## src/rtl/serial_borrow_sub_pkg.sv

```systemverilog
// Shared definitions for the bit-serial borrow subtractor.
//   DEFAULT_WIDTH : default operand/result width
//   state_e       : FSM state encoding (IDLE, RUN, DONE)
package serial_borrow_sub_pkg;

    localparam int unsigned DEFAULT_WIDTH = 4;

    typedef enum logic [1:0] {
        ST_IDLE = 2'd0,
        ST_RUN  = 2'd1,
        ST_DONE = 2'd2
    } state_e;

endpackage

```

## src/rtl/serial_borrow_sub_fs_df.sv

```systemverilog
// Dataflow full-subtractor cell: diff = a - b - bin for one bit position.
// Ports:
//   a    in  1  minuend bit
//   b    in  1  subtrahend bit
//   bin  in  1  borrow in
//   diff out 1  difference bit
//   bout out 1  borrow out
module fs_df (
    input  logic a,
    input  logic b,
    input  logic bin,
    output logic diff,
    output logic bout
);

    assign diff = a ^ b ^ bin;
    // Borrow when a=0,b=1, or when a==b and a borrow is already pending.
    assign bout = (~a & b) | (~(a ^ b) & bin);

endmodule

```

## src/rtl/serial_borrow_sub.sv

```systemverilog
// Bit-serial ripple-borrow subtractor, LSB first, one bit per clock.
// A single full-subtractor cell is reused across WIDTH cycles.
// Ports:
//   clk   in  1      rising-edge clock
//   rst   in  1      asynchronous active-high reset
//   start in  1      request, sampled only while busy==0
//   a     in  WIDTH  minuend, captured on accepted start
//   b     in  WIDTH  subtrahend, captured on accepted start
//   bin   in  1      borrow-in, captured on accepted start
//   busy  out 1      high while bits are being processed
//   done  out 1      one-cycle pulse, results valid
//   diff  out WIDTH  a-b-bin mod 2^WIDTH, held until the next result
//   bout  out 1      borrow-out (unsigned a < b+bin)
//   ovf   out 1      signed overflow of a-b-bin
module serial_borrow_sub
    import serial_borrow_sub_pkg::*;
#(
    parameter int unsigned WIDTH = DEFAULT_WIDTH
) (
    input  logic             clk,
    input  logic             rst,
    input  logic             start,
    input  logic [WIDTH-1:0] a,
    input  logic [WIDTH-1:0] b,
    input  logic             bin,
    output logic             busy,
    output logic             done,
    output logic [WIDTH-1:0] diff,
    output logic             bout,
    output logic             ovf
);

    localparam int unsigned CntW = $clog2(WIDTH);
    localparam logic [CntW-1:0] CntLast = CntW'(WIDTH - 1);

    state_e           state_q, state_d;
    logic [WIDTH-1:0] a_sh_q, a_sh_d;
    logic [WIDTH-1:0] b_sh_q, b_sh_d;
    logic [WIDTH-1:0] d_sh_q, d_sh_d;
    logic             brw_q, brw_d;
    logic [CntW-1:0]  cnt_q, cnt_d;
    logic             a_msb_q, a_msb_d;
    logic             b_msb_q, b_msb_d;
    logic [WIDTH-1:0] diff_q, diff_d;
    logic             bout_q, bout_d;
    logic             ovf_q, ovf_d;

    logic cell_d;
    logic cell_bo;

    fs_df u_cell (
        .a    (a_sh_q[0]),
        .b    (b_sh_q[0]),
        .bin  (brw_q),
        .diff (cell_d),
        .bout (cell_bo)
    );

    always_comb begin
        state_d = state_q;
        a_sh_d  = a_sh_q;
        b_sh_d  = b_sh_q;
        d_sh_d  = d_sh_q;
        brw_d   = brw_q;
        cnt_d   = cnt_q;
        a_msb_d = a_msb_q;
        b_msb_d = b_msb_q;
        diff_d  = diff_q;
        bout_d  = bout_q;
        ovf_d   = ovf_q;

        case (state_q)
            // DONE accepts a new start just like IDLE, giving back-to-back operation.
            ST_IDLE, ST_DONE: begin
                if (start) begin
                    a_sh_d  = a;
                    b_sh_d  = b;
                    d_sh_d  = '0;
                    brw_d   = bin;
                    cnt_d   = '0;
                    a_msb_d = a[WIDTH-1];
                    b_msb_d = b[WIDTH-1];
                    state_d = ST_RUN;
                end else begin
                    state_d = ST_IDLE;
                end
            end
            ST_RUN: begin
                a_sh_d = {1'b0, a_sh_q[WIDTH-1:1]};
                b_sh_d = {1'b0, b_sh_q[WIDTH-1:1]};
                d_sh_d = {cell_d, d_sh_q[WIDTH-1:1]};
                brw_d  = cell_bo;
                cnt_d  = cnt_q + CntW'(1);
                if (cnt_q == CntLast) begin
                    state_d = ST_DONE;
                    // Load results from the final cell output so they are valid with done.
                    diff_d  = {cell_d, d_sh_q[WIDTH-1:1]};
                    bout_d  = cell_bo;
                    ovf_d   = (a_msb_q ^ b_msb_q) & (cell_d ^ a_msb_q);
                end
            end
            default: begin
                state_d = ST_IDLE;
            end
        endcase
    end

    always_ff @(posedge clk or posedge rst) begin
        if (rst) begin
            state_q <= ST_IDLE;
            a_sh_q  <= '0;
            b_sh_q  <= '0;
            d_sh_q  <= '0;
            brw_q   <= 1'b0;
            cnt_q   <= '0;
            a_msb_q <= 1'b0;
            b_msb_q <= 1'b0;
            diff_q  <= '0;
            bout_q  <= 1'b0;
            ovf_q   <= 1'b0;
        end else begin
            state_q <= state_d;
            a_sh_q  <= a_sh_d;
            b_sh_q  <= b_sh_d;
            d_sh_q  <= d_sh_d;
            brw_q   <= brw_d;
            cnt_q   <= cnt_d;
            a_msb_q <= a_msb_d;
            b_msb_q <= b_msb_d;
            diff_q  <= diff_d;
            bout_q  <= bout_d;
            ovf_q   <= ovf_d;
        end
    end

    assign busy = (state_q == ST_RUN);
    assign done = (state_q == ST_DONE);
    assign diff = diff_q;
    assign bout = bout_q;
    assign ovf  = ovf_q;

endmodule

```

## config.mk

```make
export PLATFORM = sky130hd
export DESIGN_NAME = serial_borrow_sub
export DESIGN_NICKNAME = d
export VERILOG_FILES = /design/src/rtl/serial_borrow_sub_pkg.sv /design/src/rtl/serial_borrow_sub_fs_df.sv /design/src/rtl/serial_borrow_sub.sv
export SDC_FILE = /design/constraint.sdc
export NUM_CORES = 1
export LEC_CHECK = 0
export ABC_AREA = 1
export BUFFER_PORTS_ARGS = -buffer_cell sky130_fd_sc_hd__buf_4
export CAP_MARGIN = 20
export CORE_MARGIN = 8
export CORE_UTILIZATION = 25
export DETAILED_ROUTE_END_ITERATION = 16
export HOLD_SLACK_MARGIN = 0.15
export PLACE_DENSITY = 0.4
export SLEW_MARGIN = 20
export SYNTH_ARGS = -nofsm -noshare
export SYNTH_HDL_FRONTEND = slang
export SYNTH_SLANG_ARGS = --single-unit
```

## constraint.sdc

```tcl
create_clock -name clk -period 1.6 [get_ports clk]
set_input_delay 0.32 -clock clk [delete_from_list [all_inputs] [get_ports clk]]
set_output_delay 0.32 -clock clk [all_outputs]
set_load 0.03 [all_outputs]
```

# Yosys cells after proc, flatten, opt, wreduce, memory -nomap -nowiden
# Cells that the tools add are included.
[classes] n_addsub=1 n_mul=0 div_mod_pow=0 n_lt_le_gt_ge=0 eq_ne=5 shifts=0 muxes=13 bitwise=10 n_reduce_logical=6
[ops] op="$pmux W4 S2" count=3
[ops] op="$mux W4" count=3
[ops] op="$pmux W2 S2" count=2
[ops] op="$reduce_and A2 Y1" count=3
[ops] op="$eq A2 B2 Y1 const B" count=2
[ops] op="$mux W2" count=2
[ops] op="$xor A1 B1 Y1" count=4
[ops] op="$and A1 B1 Y1" count=3
[ops] op="$add A2 B1 Y2 const B" count=1
[ops] op="$eq A2 B1 Y1 const B" count=1
[ops] op="$logic_not A2 Y1" count=1
[ops] op="$mux W1" count=2
[ops] op="$ne A2 B1 Y1 const B" count=1
[ops] op="$ne A2 B2 Y1 const B" count=1
[ops] op="$not A1 Y1" count=2
[ops] op="$pmux W1 S2" count=1
[ops] op="$reduce_bool A2 Y1" count=1
[ops] op="$reduce_or A2 Y1" count=1
[ops] op="$or A1 B1 Y1" count=1
[word_totals] reg_bits=25 latchBits=0 mem_bits_rw=0 rom_bits=0 output_inout_bits=8 n_memories=0

# Depth between registers and ports, before layout
# Gate-level depths: netlist (run 1).
[depth] ltp_word=5 mapped_depth=7 ltp_nobuf=7

# Modules after synthesis
# Synthesis (run 1) repeated with hierarchy kept, for this count alone.
[unflattened] cells_unflattened=134 hier_area_um2=1148.6
[modules_own_cells] module="serial_borrow_sub" n_inst=1 cells_per_inst=130 area_per_inst_um2=1117.3 seq_area_each_um2=600.6
[modules_own_cells] module="fs_df" n_inst=1 cells_per_inst=4 area_per_inst_um2=31.3 seq_area_each_um2=0.0

# Least setup slack after synthesis (run 1)
# No wires, ideal clock.
[synth_path] path_kind="reg-to-reg" from="register brw_q" to="register ovf_q, in the netlist ovf" t_arrival_ns=1.192 t_required_ns=1.483 setup_slack_ns=0.292 path_stages_with_launch=8 path_buffers=0 period_less_slack_ns=1.308 path_cell_list="dfrtp_1 > inv_1 > fa_1 > inv_1 > nand3_1 > nand2_1 > nand2_1 > nand2_1"
[synth_between] elab_chain_cells=3
[synth_lines] item="start: declaration" line="serial_borrow_sub.sv:40" rtl="logic brw_q, brw_d;"
[synth_lines] item="start signal: assignment" line="serial_borrow_sub.sv:126" rtl="brw_q <= brw_d;"
[synth_lines] item="$xor A1 B1 Y1" line="serial_borrow_sub_fs_df.sv:16" rtl="assign diff = a ^ b ^ bin;"
[synth_lines] item="named net cell_d" line="serial_borrow_sub.sv:48" rtl="logic cell_d;"
[synth_lines] item="$xor A1 B1 Y1" line="serial_borrow_sub.sv:99" rtl="ovf_d = (a_msb_q ^ b_msb_q) & (cell_d ^ a_msb_q);"
[synth_lines] item="$and A1 B1 Y1" line="serial_borrow_sub.sv:99"
[synth_lines] item="end signal: assignment" line="serial_borrow_sub.sv:132" rtl="ovf_q <= ovf_d;"
[synth_lines] item="end: declaration" line="serial_borrow_sub.sv:46" rtl="logic ovf_q, ovf_d;"
# The timed path passes the listed nets, and every way through them passes these cells.
# A chain may end at the register's enable or synchronous reset.

# Final worst setup path (run 1)
[layout_path] from="register state_q[0]" to="output port busy"
[layout_between] elab_chain_cells=1
[layout_lines] item="start: declaration" line="serial_borrow_sub.sv:36" rtl="state_e state_q, state_d;"
[layout_lines] item="start signal: assignment" line="serial_borrow_sub.sv:122" rtl="state_q <= state_d;"
[layout_lines] item="$eq A2 B1 Y1" line="serial_borrow_sub.sv:136" rtl="assign busy = (state_q == ST_RUN);"
[layout_lines] item="end: declaration" line="serial_borrow_sub.sv:26" rtl="output logic busy,"
# No other way between the ends.

==> results of run 1 <==
-- flip-flops by register name (all words and copies together), names as in the netlist --
register and count:
a_sh_q 4, a_msb_q 1, cnt_q 2, ovf 1, state_q 2, d_sh_q 3, brw_q 1, diff 4
b_sh_q 4, bout 1, b_msb_q 1
-- what timing repair did --
| action | 4_1_cts | 5_1_grt |
|---|---|---|
| gates resized for setup | 0 | 1 |
| endpoints found under the setup margin | 0 | 1 |
| hold buffers | 1 | 0 |
| hold endpoints to repair | 24 | 0 |
-- worst min-delay path: stages --
cell and delay [ns]:
buf_4 0.08, nand2_1 0.05, o21ai_0 0.06
-- final cells by class --
cell class                      instances  area, µm²
Fill cell                             476       2960
Sequential cell                        24        602
Multi-Input combinational cell         78        410
Timing Repair Buffer                   25        190
Inverter                               28        105
Tap cell                               52       65.1
Clock buffer                            4       55.1
-- how the worst max path moves through the flow --
stage / startpoint / endpoint / cells after the start
2_1_floorplan: brw_q$_DFFE_PP0P_ / ovf$_DFFE_PP0P_ / 7
3_3_place_gp: brw_q$_DFFE_PP0P_ / ovf$_DFFE_PP0P_ / 7
3_5_place_dp: brw_q$_DFFE_PP0P_ / ovf$_DFFE_PP0P_ / 7
4_1_cts: state_q[0]$_DFFE_PP0P_ / busy / 3
5_1_grt: state_q[0]$_DFFE_PP0P_ / busy / 3
6_report: state_q[0]$_DFFE_PP0P_ / busy / 3
-- cells in the final DEF (no fill, tap or decap), drive strengths merged --
cell type    count
nor2             4
dlygate4sd3      1
nand3           15
dfrtp           24
ha               1
buf             24
inv             28
clkbuf           4
fa               1
nand2           43
a21oi            1
o21ai           13
-- routing by layer --
metal / track usage (%) / vias to the layer above
met4: 2.83 / 0
met3: 2.25 / 2
met1: 10.5 / 417
met2: 11.5 / 16
met5: 0 / -
li1: - / 457
-- cells in the mapped netlist --
master and number:
a21oi_4 1, buf_6 2, nand2_1 40, inv_1 25, o21ai_0 5, fa_1 1
ha_1 1, nand2_2 3, o21ai_2 8, nor2_4 1, inv_2 3, nand3_1 15
clkbuf_8 1, nor2_1 3, dfrtp_1 24
-- cell families (layout without fill, tap and decap cells) --
logic type / Yosys count / after routing / synth area share, %
adders and majority gates: 2 / 2 / 2.82
and+or+nand+nor: 62 / 62 / 23.1
buffers and inverters: 31 / 57 / 12.3
DFF: 24 / 24 / 52.1
AOI/OAI and AO/OA: 14 / 14 / 9.66
-- report_power, final --
| group | switching [mW] | internal [mW] | total, mW |
|---|---|---|---|
| combinational | 0.994 | 0.611 | 1.61 |
| clock | 0.198 | 0.220 | 0.418 |
| sequential | 0.184 | 0.895 | 1.08 |
| total | 1.38 | 1.73 | 3.10 |
==> run_results.csv, run 1 <==
group,metric,value,unit
logic_synthesis,synth_top_cells_by_area,"dfrtp_1 (52%), nand2_1 (13%), inv_1 (8.1%)",
place,pre_cts_ws,0.174,ns
floorplanning,dieWidth,83.9,µm
cells_and_area,nets,174,
power,ir_worst_vdd,0.642,mV
place,gp_congestion,0.740,
setup_path,start_kind,"flop",
timing,rsz0062_at_grt,"false",
drt,ant_nets,0,
place,dp.cells,206,
drt,vias_per_cell,4.23,
setup_path,r2r-start,"brw_q$_DFFE_PP0P_",
timing,fin_worst_skew,0.00414,ns
drt,drt_wl_total,2.56,mm
logic_synthesis,synth_seq_cells,24,
logic_synthesis,synth_cell_types,15,
logic_synthesis,synth_top_area_share,52.1,%
place,portBuffers,19,
setup_path,slowest_stage,"dfrtp_2",
power,power_density,2170,mW/mm²
floorplanning,coreArea,0.00438,mm²
logic_synthesis,mappedNetlistArea,0.00115,mm²
power,finalPower,3.10,mW
cells_and_area,final_core_util,32.6,%
setup_path,cp_cell_sequence,"inv_2, nor2_4, buf_4",
floorplanning,initial_core_util,26.3,%
floorplanning,die_area,0.00704,mm²
logic_synthesis,syn_nets,147,
drt,top_layer,"met4",
logic_synthesis,avgSynthCellArea,8.66,µm²
timing,setup_ws,0.114,ns
drt,wl_met1,1.35,mm
cells_and_area,finalNonFillerCells,211,
setup_path,path_buf_inv,2,
place,place.detailed.hpwl,1.93,mm
logic_synthesis,yosysSeqAreaShare,52.1,%
clock_network,clk_latency,0.26,ns
setup_path,arrival,1.17,ns
drt,detail_route.wl_per_cell,12.1,µm
setup_path,path_delay_family,"flip-flops",
timing,hold_viol_final,0,
clock_network,clock_sinks,24,
cells_and_area,syn_to_final_growth,23.9,%
grt,first_global_vias,926,
setup_path,required,1.28,ns
drt,dr_wl_met3,109,µm
logic_synthesis,synth_cells,133,
timing,setup_viol,0,
timing,tns,0,ns
grt,grt_max_degree,25,
clock_network,cts_tree,"built",
hold_path,worstHoldStart,"a[3]",
grt,antenna_found_initial,0,
job,maxCapViolCount,0,
floorplanning,num_io_pins,20,
drt,dr.pass1.iters,4,
hold_path,holdPathEnd,"a_msb_q$_DFFE_PP0P_",
hold_path,hold_path_class,"in2reg",
setup_path,path_class,"reg2out",
floorplanning,die_h,83.9,µm
clock_network,cts_buffers,3,
setup_path,rr_endpoint,"ovf$_DFFE_PP0P_",
clock_network,htreeDepth,1,
setup_path,regToRegSetupSlack,0.20,ns
clock_network,clk_pin_slew,0.09,ns
drt,vias,892,
clock_network,postCtsSetupBuffers,0,
setup_path,crit_path_max_fanout,9,
grt,grt_pass1_wl,4.55,mm
timing,period_minus_slack,1.49,ns
logic_synthesis,yosys_warnings,0,
drt,route.met2.wl,1.09,mm
timing,fmax,0.673,GHz
setup_path,end_kind,"primary output",
timing,maxSlewViolCount,0,
place,place_area,0.00136,mm²
hold_path,whs_path_depth,3,
timing,worst-slew-pin-transition,0.326,ns
timing,finalCritPeriodShare,92.9,%
floorplanning,row_count,24,
cells_and_area,diodes,0,
power,p_leak,0.777,nW
drt,drt_iter0_drc,30,
cells_and_area,design_area,0.00143,mm²
setup_path,critical_path.max_stage_delay,0.48,ns
run_status,outcome,"finished clean",
grt,gr-total-overflow,0,
clock_network,cts.root.buffer_cell,"clkbuf_8",
logic_synthesis,yosys.area.top_type,"dfrtp_1",
setup_path,ff2ff_path_depth,7,
grt,grt_usage,7.83,%
clock_network,clk_path_buf_depth,2,
timing,max_slew_margin,78.3,%
cells_and_area,drive_above_1_share,28.3,%
drt,drc_errors,0,
timing,whs,0.284,ns
Note: power is estimated with default switching activity, not from simulation.
==> run 2: changes to the inputs <==
GPL_TIMING_DRIVEN = 0   (was not set)
==> run 2 against run 1 <==
Core utilization is 0.23 points higher. Die area stayed put. Clock skew is 0.0017 ns higher. Combinational power is 6% higher. Non-clock buffer count stayed put. Sequential share of layout area is 0.38 points lower. Critical path type unchanged. Highest routed layer unchanged.
==> run_results.csv, run 2 (synthesis results as in run 1) <==
group,metric,value,unit
clock_network,clk_path_buf_depth,2,
setup_path,path_class,"reg2out",
clock_network,cts.root.buffer_cell,"clkbuf_8",
place,gp_congestion,0.742,
drt,vias_per_cell,4.23,
timing,maxSlewViolCount,0,
clock_network,htreeDepth,1,
clock_network,clk_latency,0.27,ns
cells_and_area,drive_above_1_share,28.3,%
grt,grt_max_degree,25,
floorplanning,row_count,24,
clock_network,holdBufCountCts,0,
cells_and_area,final_core_util,32.8,%
place,place.detailed.hpwl,1.83,mm
timing,max_slew_margin,38.0,%
timing,fmax,0.659,GHz
setup_path,arrival,1.20,ns
grt,antenna_found_initial,0,
setup_path,end_kind,"primary output",
cells_and_area,nets,174,
floorplanning,coreArea,0.00438,mm²
clock_network,clk_pin_slew,0.09,ns
clock_network,ctsResizeCount,0,
setup_path,regToRegSetupSlack,0.18,ns
drt,vias,892,
drt,drt_wl_total,2.51,mm
power,power_density,2190,mW/mm²
drt,detail_route.wl_per_cell,11.9,µm
setup_path,ff2ff_path_depth,7,
job,maxCapViolCount,0,
timing,rsz0062_at_grt,"false",
drt,ant_nets,0,
place,portBuffers,19,
grt,gr-total-overflow,0,
cells_and_area,diodes,0,
cells_and_area,final_common_cell,"nand2_1",
cells_and_area,design_area,0.00144,mm²
timing,hold_viol_final,0,
place,place_area,0.00136,mm²
power,p_leak,0.783,nW
drt,drc_errors,0,
cells_and_area,mostFrequentLayoutCells,"nand2_1 (40), inv_1 (25), dfrtp_1 (24)",
timing,finalCritPeriodShare,94.8,%
power,ir_worst_vdd,0.849,mV
grt,first_global_vias,963,
clock_network,cts_buffers,3,
setup_path,start_kind,"flop",
floorplanning,initial_core_util,26.3,%
hold_path,hold_path_class,"in2async",
clock_network,postCtsSetupBuffers,0,
floorplanning,dieWidth,83.9,µm
setup_path,critPathLaunch,"state_q[0]$_DFFE_PP0P_",
setup_path,rr_endpoint,"ovf$_DFFE_PP0P_",
drt,dr.pass1.iters,4,
run_status,outcome,"finished clean",
clock_network,clock_sinks,24,
timing,period_minus_slack,1.52,ns
floorplanning,die_area,0.00704,mm²
setup_path,required,1.28,ns
floorplanning,die_h,83.9,µm
timing,tns,0,ns
timing,setup_viol,0,
cells_and_area,syn_to_final_growth,24.8,%
grt,grt_usage,7.73,%
setup_path,r2r-start,"brw_q$_DFFE_PP0P_",
timing,fin_worst_skew,0.00586,ns
floorplanning,num_io_pins,20,
timing,worst-slew-pin-transition,0.928,ns
grt,grt_pass1_wl,4.51,mm
clock_network,cts_tree,"built",
setup_path,crit_path_max_fanout,9,
drt,drt_iter0_drc,36,
power,finalPower,3.15,mW
==> run 2: cell types whose count changed in the layout (fill, tap and decap cells not counted) <==
| cell | before | now |
|---|---|---|
| dlygate4sd3_1 | 1 | 0 |
| buf_6 | 0 | 2 |
| buf_4 | 24 | 22 |
| dfrtp_2 | 1 | 0 |
| clkbuf_8 | 4 | 5 |
| dfrtp_1 | 23 | 24 |
==> run 2: area by class of cell <==
type	instances	area, µm²
Clock buffer	4	55.1
Fill cell	474	2950
Multi-Input combinational cell	78	410
Tap cell	52	65.1
Sequential cell	24	601
Timing Repair Buffer	22	165
Inverter	28	105
Buffer	3	36.3
==> run 2: report_power, final <==
part | leakage (nW) | switching (mW) | internal [mW]
clock | 0.0288 | 0.193 | 0.220
sequential | 0.300 | 0.150 | 0.893
combinational | 0.454 | 1.03 | 0.666
==> run 2: routing by layer <==
layer	share of wire, %	wire (µm)	global-route usage, %
met5	0	0	0
met3	5.4	136	3.42
met2	44	1100	12.0
met1	50	1260	9.47
met4	0.76	19	1.88
==> run 2: worst max path at each step <==
stage                                 end  cells after the start
after floorplan           ovf$_DFFE_PP0P_                      7
after global placement    ovf$_DFFE_PP0P_                      7
after detailed placement  ovf$_DFFE_PP0P_                      7
after CTS                            busy                      4
after global routing                 busy                      4
final                                busy                      4
==> run 2: metrics by stage <==
step,hold slack [ns],setup WS (ns),instances
floorplan,0.335,0.292,133
global placement,0.465,0.156,204
detailed placement,0.465,0.171,204
CTS,0.281,0.0429,208
global route,0.293,0.00768,211
finish,0.259,0.0834,211
==> run 2: worst max-delay path: stages (launching register included) <==
cell and delay [ns]:
dfrtp_1 0.36, buf_6 0.14, inv_2 0.06, nor2_4 0.18, buf_4 0.19
==> run 3: changes to the inputs <==
ABC_AREA = not set   (was 1)
PLACE_DENSITY = 0.41   (was 0.4)
==> run 3 against run 2 <==
Die area decreased by 12%. Combinational power decreased by 26%. Routed wire length decreased by 15%. Setup slack improved by 0.019 ns. Worst hold slack got worse by 0.0087 ns. First-iteration DRC count decreased by 58%. Sequential power about the same. Via count decreased by 21%. Critical endpoint unchanged.
==> run_results.csv, run 3 <==
group,metric,value,unit
logic_synthesis,synth.most_common_cell,"dfrtp_1",
grt,grt_max_degree,25,
floorplanning,row_count,23,
floorplanning,dieWidth,78.8,µm
drt,vias,702,
logic_synthesis,synth_edf_count,0,
hold_path,hold_path_class,"in2async",
cells_and_area,diodes,0,
place,place.detailed.hpwl,1.55,mm
logic_synthesis,synth_top_cells_by_area,"dfrtp_1 (61%), a22o_1 (5.3%), mux2_2 (4.6%)",
cells_and_area,drive_above_1_share,30.6,%
drt,ant_nets,0,
timing,fin_worst_skew,0.000577,ns
floorplanning,die_h,78.8,µm
cells_and_area,final_common_cell,"dfrtp_1",
logic_synthesis,syn_nets,100,
floorplanning,initial_core_util,25.4,%
setup_path,start_kind,"flop",
timing,tns,0,ns
setup_path,crit_path_max_fanout,11,
cells_and_area,nets,123,
timing,fmax,0.668,GHz
timing,hold_viol_final,0,
timing,worst-slew-pin-transition,0.904,ns
setup_path,required,1.28,ns
cells_and_area,syn_to_final_growth,26.1,%
logic_synthesis,yosysSeqAreaShare,60.9,%
cells_and_area,nFillCells,420,
setup_path,end_kind,"primary output",
job,maxCapViolCount,0,
floorplanning,coreArea,0.00388,mm²
run_status,outcome,"finished clean",
setup_path,path_class,"reg2out",
logic_synthesis,postSynth.asyncResetShare,100,%
clock_network,postCtsSetupBuffers,0,
timing,max_slew_margin,39.7,%
drt,drt_iter0_drc,15,
cells_and_area,final_core_util,32.0,%
grt,gr-total-overflow,0,
logic_synthesis,avgSynthCellArea,11.5,µm²
clock_network,cts_tree,"built",
clock_network,cts_buffers,3,
clock_network,clock_sinks,24,
drt,detail_route.wl_per_cell,13.5,µm
clock_network,clk_path_buf_depth,2,
clock_network,clk_pin_slew,0.08,ns
place,dp.cells,155,
floorplanning,num_io_pins,20,
place,gp_congestion,0.720,
place,portBuffers,19,
setup_path,path_delay_family,"flip-flops",
timing,rsz0062_at_grt,"false",
setup_path,path_buf_inv,2,
logic_synthesis,yosys_warnings,0,
drt,dr.pass1.iters,3,
clock_network,holdBufCountCts,0,
setup_path,arrival,1.18,ns
cells_and_area,finalNonFillerCells,158,
timing,finalCritPeriodShare,93.6,%
setup_path,cp_cell_sequence,"nand2b_1, inv_4, buf_4",
setup_path,slowest_stage,"dfrtp_1",
grt,grt_usage,7.36,%
logic_synthesis,synth_cells,86,
floorplanning,die_area,0.00621,mm²
grt,antenna_found_initial,0,
cells_and_area,mostFrequentLayoutCells,"dfrtp_1 (24), buf_4 (19), nand2_1 (8)",
logic_synthesis,synth_seq_cells,24,
logic_synthesis,synth_cell_types,21,
clock_network,cts.root.buffer_cell,"clkbuf_8",
power,ir_worst_vdd,0.635,mV
setup_path,regToRegSetupSlack,0.15,ns
logic_synthesis,mappedNetlistArea,986,µm²
power,power_density,2190,mW/mm²
clock_network,htreeDepth,1,
clock_network,clk_latency,0.26,ns
power,p_leak,0.596,nW
timing,setup_viol,0,
grt,first_global_vias,743,
logic_synthesis,synth_top_area_share,60.9,%
setup_path,critical_path.max_stage_delay,0.39,ns
logic_synthesis,ys.flop_type,"dfrtp_1",
logic_synthesis,synthTopCellsByCount,"dfrtp_1 (24), nand2_1 (8), a22o_1 (6), nor2_1 (6), o22ai_1 (6)",
timing,maxSlewViolCount,0,
drt,vias_per_cell,4.44,
timing,period_minus_slack,1.50,ns
drt,drc_errors,0,
grt,grt_pass1_wl,3.64,mm
drt,drt_wl_total,2.13,mm
logic_synthesis,yosys.area.top_type,"dfrtp_1",
clock_network,ctsResizeCount,0,
==> run 3: worst paths after layout <==
kind,cells after the start,end,start
setup / recovery,3,busy,state_q[1]$_DFFE_PP0P_
hold / removal,2,diff[0]$_DFFE_PP0P_,rst
setup reg to reg,5,ovf$_DFFE_PP0P_,brw_q$_DFFE_PP0P_
hold reg to reg,2,bout$_DFFE_PP0P_,bout$_DFFE_PP0P_
max in group asynchronous,2,b_sh_q[3]$_DFFE_PP0P_,rst
min in group clk,3,a_msb_q$_DFFE_PP0P_,a[3]
==> run 3: per-layer routing <==
metal / track usage (%) / vias to the layer above / part of all wire (%)
li1: - / 348 / -
met1: 8.62 / 336 / 47
met2: 12.1 / 14 / 47
met3: 2.93 / 4 / 5.1
met4: 2.22 / 0 / 1.3
met5: 0 / - / 0
==> run 3: layout make-up <==
class / count / area (µm²) / area share (%)
timing repair buffer: 19 / 143 / 11.5
sequential: 24 / 601 / 48.3
clock buffer: 4 / 55.1 / 4.43
inverter: 5 / 21.3 / 1.71
multi-input combinational: 53 / 347 / 27.9
buffer: 3 / 15.0 / 1.21
tap: 50 / 62.6 / 5.03
==> run 3: worst register-to-register path, stage by stage (launching register included) <==
cell,delay [ns]
dfrtp_1,0.36
inv_1,0.06
fa_1,0.61
nor2b_1,0.15
a21oi_1,0.07
o21ai_0,0.13
==> run 3: per-stage QoR <==
stage	setup slack, ns	cell area [µm²]	hold WS, ns	total power, mW
floorplan	0.264	986	0.335	1.96
global placement	0.175	1190	0.468	2.33
detailed placement	0.149	1190	0.475	2.36
CTS	0.0382	1240	0.249	2.76
global route	0.0250	1240	0.264	2.96
finish	0.102	1240	0.250	2.72
==> run 3: power by group <==
group | switching [mW] | total [mW] | internal [mW]
Combinational | 0.717 | 1.26 | 0.540
Clock | 0.184 | 0.404 | 0.220
Sequential | 0.164 | 1.06 | 0.895
==> run 3: kinds of logic after synthesis <==
| kind of cell | after synthesis | share of synthesized area [%] |
|---|---|---|
| DFF | 24 | 60.9 |
| AOI/OAI and AO/OA | 19 | 13.2 |
| buffers and inverters | 9 | 3.93 |
| adders and majority gates | 2 | 3.30 |
| and+or+nand+nor | 28 | 14.1 |
| muxes | 4 | 4.57 |
